**config.mk**
```make
export PLATFORM = sky130hd
export DESIGN_NAME = mem_rd_streamer
export DESIGN_NICKNAME = d
export VERILOG_FILES = /design/src/rtl/mem_rd_streamer.sv
export SDC_FILE = /design/constraint.sdc
export NUM_CORES = 1
export LEC_CHECK = 0
export CAP_MARGIN = 20
export CORE_MARGIN = 2
export CORE_UTILIZATION = 44
export CTS_CLUSTER_SIZE = 24
export DETAILED_ROUTE_END_ITERATION = 10
export PLACE_DENSITY = 0.76
export SKIP_CTS_REPAIR_TIMING = 1
export SLEW_MARGIN = 40
export SYNTH_ARGS = -nofsm -noshare
export SYNTH_HDL_FRONTEND = slang
export SYNTH_SLANG_ARGS = --single-unit
```
**constraint.sdc**
```tcl
create_clock -name clk -period 3.05 [get_ports clk]
set_input_delay 0.7625 -clock clk [delete_from_list [all_inputs] [get_ports clk]]
set_output_delay 0.7625 -clock clk [all_outputs]
set_load 0.03 [all_outputs]
```
**src/rtl/mem_rd_streamer.sv**
```systemverilog
// mem_rd_streamer: walks a sync-read SRAM 0..NUM_WORDS-1 and streams words out on valid/ready.
// Ports: clk, rst (async high), start_i, busy_o, done_o, mem_rd_o/mem_addr_o/mem_rdata_i (SRAM),
//   m_valid_o/m_ready_i/m_data_o/m_last_o (stream). Option macro PERF_STALL_CNT_EN adds stall_cnt_o[15:0].
module mem_rd_streamer #(
  parameter int ADDR_WIDTH = 7,
  parameter int NUM_WORDS  = 100,
  parameter int DATA_WIDTH = 32
) (
  input  logic                  clk,
  input  logic                  rst,
  input  logic                  start_i,
  output logic                  busy_o,
  output logic                  done_o,
  output logic                  mem_rd_o,
  output logic [ADDR_WIDTH-1:0] mem_addr_o,
  input  logic [DATA_WIDTH-1:0] mem_rdata_i,
  output logic                  m_valid_o,
  input  logic                  m_ready_i,
  output logic [DATA_WIDTH-1:0] m_data_o,
  output logic                  m_last_o
`ifdef PERF_STALL_CNT_EN
  ,
  output logic [15:0]           stall_cnt_o
`endif
);

  localparam logic [ADDR_WIDTH-1:0] LAST_ADDR =
    ADDR_WIDTH'(NUM_WORDS - 1);

  typedef enum logic [1:0] {
    IDLE,
    RUN,
    DRAIN
  } state_t;

  state_t                  state_q;
  state_t                  state_d;
  logic [ADDR_WIDTH-1:0]   addr_q;
  logic [ADDR_WIDTH-1:0]   addr_d;
  logic                    inflight_q;
  logic                    infl_last_q;
  logic [1:0]              occ_q;
  logic [1:0]              occ_d;
  logic [1:0]              wr_pos;
  logic [DATA_WIDTH-1:0]   data_q [2];
  logic [1:0]              last_q;
  logic                    push;
  logic                    pop;
  logic                    is_last_addr;
  logic [2:0]              credit_used;
  logic [2:0]              credit_max;
  logic                    credit_ok;

  assign pop          = m_valid_o && m_ready_i;
  assign push         = inflight_q;
  assign m_valid_o    = (occ_q != 2'd0);
  assign m_data_o     = data_q[0];
  assign m_last_o     = m_valid_o && last_q[0];
  assign busy_o       = (state_q != IDLE);
  assign mem_addr_o   = addr_q;
  assign is_last_addr = (addr_q == LAST_ADDR);

  // Slots already claimed: stored words plus the read landing next
  // edge. A word leaving this cycle hands its slot back at once.
  assign credit_used = {1'b0, occ_q} + {2'b00, inflight_q};
  assign credit_max  = 3'd2 + {2'b00, pop};
  assign credit_ok   = (credit_used < credit_max);

  // Write position after the head (if popped) shifts out.
  assign wr_pos = occ_q - {1'b0, pop};
  assign occ_d  = occ_q + {1'b0, push} - {1'b0, pop};

  always_comb begin
    state_d  = state_q;
    addr_d   = addr_q;
    mem_rd_o = 1'b0;
    done_o   = 1'b0;
    unique case (state_q)
      IDLE: begin
        if (start_i) begin
          state_d = RUN;
          addr_d  = '0;
        end
      end
      RUN: begin
        if (credit_ok) begin
          mem_rd_o = 1'b1;
          addr_d   = addr_q + ADDR_WIDTH'(1);
          if (is_last_addr) begin
            state_d = DRAIN;
          end
        end
      end
      DRAIN: begin
        if ((occ_q == 2'd0) && !inflight_q) begin
          done_o  = 1'b1;
          state_d = IDLE;
        end
      end
      default: begin
        state_d = IDLE;
      end
    endcase
  end

  always_ff @(posedge clk or posedge rst) begin
    if (rst) begin
      state_q     <= IDLE;
      addr_q      <= '0;
      inflight_q  <= 1'b0;
      infl_last_q <= 1'b0;
      occ_q       <= 2'd0;
    end else begin
      state_q     <= state_d;
      addr_q      <= addr_d;
      inflight_q  <= mem_rd_o;
      infl_last_q <= mem_rd_o && is_last_addr;
      occ_q       <= occ_d;
    end
  end

  // Payload needs no reset: it is only seen when occ_q says so.
  // A push after a pop overrides the shifted slot, keeping order.
  always_ff @(posedge clk) begin
    if (pop) begin
      data_q[0] <= data_q[1];
      last_q[0] <= last_q[1];
    end
    if (push) begin
      data_q[wr_pos[0]] <= mem_rdata_i;
      last_q[wr_pos[0]] <= infl_last_q;
    end
  end

  always_ff @(posedge clk) begin
    if (!rst) begin
      assert (!(push && !pop && (occ_q == 2'd2)));
      assert (occ_q != 2'd3);
    end
  end

`ifdef PERF_STALL_CNT_EN
  logic [15:0] stall_q;

  always_ff @(posedge clk or posedge rst) begin
    if (rst) begin
      stall_q <= 16'd0;
    end else if ((state_q == IDLE) && start_i) begin
      stall_q <= 16'd0;
    end else if (m_valid_o && !m_ready_i &&
                 (stall_q != 16'hFFFF)) begin
      stall_q <= stall_q + 16'd1;
    end
  end

  assign stall_cnt_o = stall_q;
`endif

endmodule

```
==> results of run 1 <==
-- final timing paths --
kind                        startpoint             to  slack (ns)  depth (start not counted)
max                         inflight_q       mem_rd_o        0.30                          6
max reg2reg                   occ_q[1]  data_q[0][25]        0.89                          6
min reg2reg                infl_last_q      last_q[1]        0.46                          0
max in group asynchronous          rst       occ_q[0]        1.98                          2
min                        infl_last_q      last_q[1]        0.46                          0
min in group asynchronous          rst  mem_addr_o[5]        0.74                          2
-- logic make-up after synthesis --
| family | count (synthesis) | share of synthesized area, % |
|---|---|---|
| flops | 79 | 73.4 |
| mux | 35 | 12.5 |
| simple gates | 32 | 6.08 |
| compound gates | 16 | 4.00 |
| buf+inv | 11 | 1.48 |
| fa+ha+maj | 5 | 2.00 |
| xor+xnor | 2 | 0.560 |
-- per-stage QoR --
stage                     hold slack, ns  std cells
after floorplan                    0.426        180
after global placement             0.446        356
after detailed placement           0.452        356
after CTS                          0.460        372
after global routing               0.472        372
final                              0.463        372
-- cell type report --
class | instances | area (um^2)
tap | 96 | 120
timing repair buffer | 84 | 866
multi-input combinational | 90 | 793
inverter | 7 | 26.3
fill | 545 | 2510
clock buffer | 10 | 128
clock inverter | 6 | 93.8
sequential | 79 | 2300
-- critical path: stages (launching register included) --
cell and delay, ns:
dfrtp_1 0.43, ha_1 0.22, ha_1 0.24, and2b_1 0.33
nand2_1 0.14, inv_1 0.11, buf_4 0.17
-- report_power, final --
| part | total [uW] | internal (uW) | leakage [uW] | switching, uW |
|---|---|---|---|---|
| registers | 2030 | 1850 | 0.000792 | 186 |
| logic | 2550 | 1130 | 0.000718 | 1420 |
| clock network | 850 | 467 | 0.000107 | 384 |
-- registers in the layout (all words and copies together) (netlist names) --
signal / cells
occ_q: 2
inflight_q: 1
data_q: 64
state_q: 2
last_q: 2
infl_last_q: 1
mem_addr_o: 7
-- layout by cell type (no fill, tap or decap), types with 3 or more instances in the layout --
master	n
dfrtp_1	13
nand2_1	6
inv_1	7
buf_12	3
mux2i_1	3
edfxtp_1	65
clkbuf_8	9
buf_4	3
ha_1	5
clkdlybuf4s50_1	77
a31oi_1	8
mux2_2	32
nor2_1	5
nand2b_1	3
-- metal layers --
metal,vias up,share of wire [%],track usage [%]
li1,878,-,-
met1,883,44,19.6
met2,60,47,23.0
met3,10,6.3,4.10
met4,0,2.0,7.44
met5,-,0,0
==> results.toml, run 1 <==
[run_status]
status = "finished clean"

[pwr]
power_uw = 5430
cellPowerDensity_nw_per_um2 = 1260
p_leak_uw = 0.00162
vdd_drop_max_mv = 0.691

[yosys]
yosysSeqAreaShare_pct = 73.4
yosys_most_used_dff = "edfxtp_1"
synth_nets = 221
synth-seq-cells = 79
synthDominantCellAreaShare_pct = 62.4
synth_top_area_cell = "edfxtp_1"
synth_area_leaders = "edfxtp_1, mux2_2, dfrtp_1, ha_1, a31oi_1"
netlist_area_um2 = 3130
ys_warn_count = 0
synth.distinct_cells = 33
avgSynthCellArea_um2 = 17.4
synth_most_common_cell = "edfxtp_1"
ys_async_sr_fraction_pct = 16.5
synth_edf_count = 65
netlist_instances = 180
synth_commonest_cells = "edfxtp_1, mux2_2, dfrtp_1, a31oi_1, inv_1"

[cts]
ctsLongestPathBuffers = 2
root_buffer = "clkbuf_8"
cts_sinks = 79
path_clk_slew_ns = 0.08
htreeDepth = 3
insertion_delay_ns = 0.35
cts_tree = "yes"
cts_buffers = 9

[drt]
viasPerCell = 4.92
drt_wl_total_um = 5660
via_count = 1831
remaining_drc_errors = 0
wl_per_cell_um = 15.2
drtAntennaViolNets = 0
first_pass_iters = 4
drt_first_iter_violations = 69

[setup_path]
worstPathMaxFanout = 6
end_kind = "primary output"
worst_ep_required_time_ns = 2.29
worstPathArrival_ns = 1.98
crit_type = "register to primary output"
cp-start-kind = "register"

[sta]
post-route-period-util_pct = 90.1
max_slew_margin_pct = 66.6
final_max_slew_viol_count = 0
finalWorstSetupSlack_ns = 0.303
skew_ns = 0.0101
rsz0062_at_grt = "no"
tightestPinTransition_ns = 0.501
fin_crit_ns = 2.75
hold_violations = 0
max_freq_ghz = 0.364
setup_viol = 0
setup_tns_ns = 0

[finish]
post-route-util_pct = 63.3
syn2layout_area_growth_pct = 38.2
diodes = 0
drive_gt1_share_pct = 22.5
layout.nets = 312
fin_area_um2 = 4320

[floorplanning]
die_w_um = 88.3
start_util_pct = 45.8
die_y_um = 88.3
core_region_area_um2 = 6830
rows = 30
io_pins = 80
die_area_um2 = 7800

[global_routing]
grt.total_usage_pct = 14.9
grt_max_degree = 31
grt-ovfl-total = 0
antenna_found_initial = 0
grt_pass1_vias = 1767
grt_first_pass_wirelength_um = 8650

[placement]
place_area_um2 = 4100
hpwl_um = 3880
io_buffer_count = 79
place_ws_ns = 0.276
routabilityCongestion = 0.764

[run]
cap_viol_max_count = 0

[min_path]
worstHoldPathType = "register to register"
(Power assumes the default switching activity.)
==> inputs of run 2 (changes only) <==
Clock period 3.05 ns to 2.2 ns, I/O delays scaled along.
==> run 2 against run 1 <==
  * The run now ends with negative setup slack left
  * Sequential power increased by 39%
  * Highest routed layer unchanged
  * Critical path depth up 1
  * Hold slack got worse by 0.0032 ns
  * Sequential share of layout area shrank 1.7 points
  * Clock power grew 35%
  * Power increased by 46%
==> results.toml, run 2 (synthesis gave the netlist of run 1 again) <==
[floorplanning]
rows = 30
die_y_um = 88.3
start_util_pct = 45.8
core_region_area_um2 = 6830
die_area_um2 = 7800
io_pins = 80
die_w_um = 88.3

[setup_path]
end_kind = "primary output"
worstPathArrival_ns = 1.70
cp-start-kind = "input port"
reg2reg_depth = 6
worst_ep_required_time_ns = 1.65
worstPathMaxFanout = 4
path_cells = "clkdlybuf4s50_1, o21ai_2, buf_4, o21ai_4, nand2_2, inv_2, buf_6"
cp_slowest_cell = "clkdlybuf4s50_1"
slowest_delay_ns = 0.49
crit_type = "input port to primary output"

[min_path]
hold_depth = 0
worstHoldPathType = "register to register"

[cts]
root_buffer = "clkbuf_8"
cts_buffers = 9
insertion_delay_ns = 0.34
cts_tree = "yes"
path_clk_slew_ns = 0.07
cts_sinks = 79
ctsLongestPathBuffers = 2
htreeDepth = 3

[sta]
rsz0062_at_grt = "yes"
hold-worst-slack_ns = 0.459
final_max_slew_viol_count = 0
finalWorstSetupSlack_ns = -0.0459
max_freq_ghz = 0.445
fin_crit_ns = 2.25
max_slew_margin_pct = 65.4
post-route-period-util_pct = 102
skew_ns = 0.00775
setup_viol = 1
hold_violations = 0
tightestPinTransition_ns = 0.519

[drt]
wl_per_cell_um = 15.3
via_count = 1885
drtAntennaViolNets = 0
viasPerCell = 4.92
first_pass_iters = 4
drt_first_iter_violations = 74
remaining_drc_errors = 0
drt_wl_total_um = 5870

[placement]
place_area_um2 = 4210
post-place-cells = 365
io_buffer_count = 79
hpwl_um = 4180
routabilityCongestion = 0.777
place_ws_ns = -0.174

[run]
cap_viol_max_count = 0

[finish]
final_common_cell = "clkdlybuf4s50_1"
diodes = 0
syn2layout_area_growth_pct = 43.0
post-route-util_pct = 65.5
largest_reg_flops = 64
layout.nets = 323
drive_gt1_share_pct = 28.6
layout_common_cells = "clkdlybuf4s50_1, edfxtp_1, mux2_2, dfrtp_1, buf_4"
fin_area_um2 = 4480
layout.cells.non_filler = 383
top_register = "data_q"

[pwr]
cellPowerDensity_nw_per_um2 = 1770
vdd_drop_max_mv = 0.809
p_leak_uw = 0.00167

[run_status]
status = "complete, but fails checks"
violations = "negative setup slack"

[global_routing]
grt_max_degree = 30
grt-ovfl-total = 0
grt_pass1_vias = 1843
grt_first_pass_wirelength_um = 9210
grt.total_usage_pct = 16.0
antenna_found_initial = 0
## run 2: metrics by stage
stage                     TNS, ns  power, uW
after floorplan                 0       5030
after global placement      -8.40       6660
after detailed placement    -9.73       6740
after CTS                  -0.590       7900
after global routing       -0.148       8340
final                     -0.0459       7910
## run 2: path summary, 6_finish.rpt
check / startpoint / end / slack (ns)
worst max-delay path: m_ready_i / mem_rd_o / -0.05
worst min-delay path: infl_last_q / last_q[1] / 0.46
worst max register to register: occ_q[1] / data_q[0][28] / 0.31
worst min register to register: infl_last_q / last_q[1] / 0.46
max in group asynchronous: rst / occ_q[1] / 1.28
min in group asynchronous: rst / mem_addr_o[4] / 0.54
## run 2: critical path: cells and delay by family
family / cells / cell delay (ns)
buffers and inverters: 4 / 0.84
and+or+nand+nor: 1 / 0.09
AOI/OAI and AO/OA: 2 / 0.21
## run 2: cell type report
cell class / instances / area [um^2]
fillers: 541 / 2360
clock inverters: 5 / 82.6
multi-input cells: 90 / 823
repair buffers: 95 / 992
inverters: 7 / 26.3
flip-flops and latches: 79 / 2300
clock buffers: 11 / 131
well taps: 96 / 120
## run 2: power breakdown
group	switching, uW	internal (uW)
registers	267	2570
logic	2060	1860
clock network	513	640
total	2840	5070
## run 2: routing by layer
layer	vias up	part of all wire [%]	track usage [%]
li1	897	-	-
met1	925	43	21.4
met2	56	51	24.7
met3	7	4.4	3.73
met4	0	1.6	7.85
met5	-	0	0
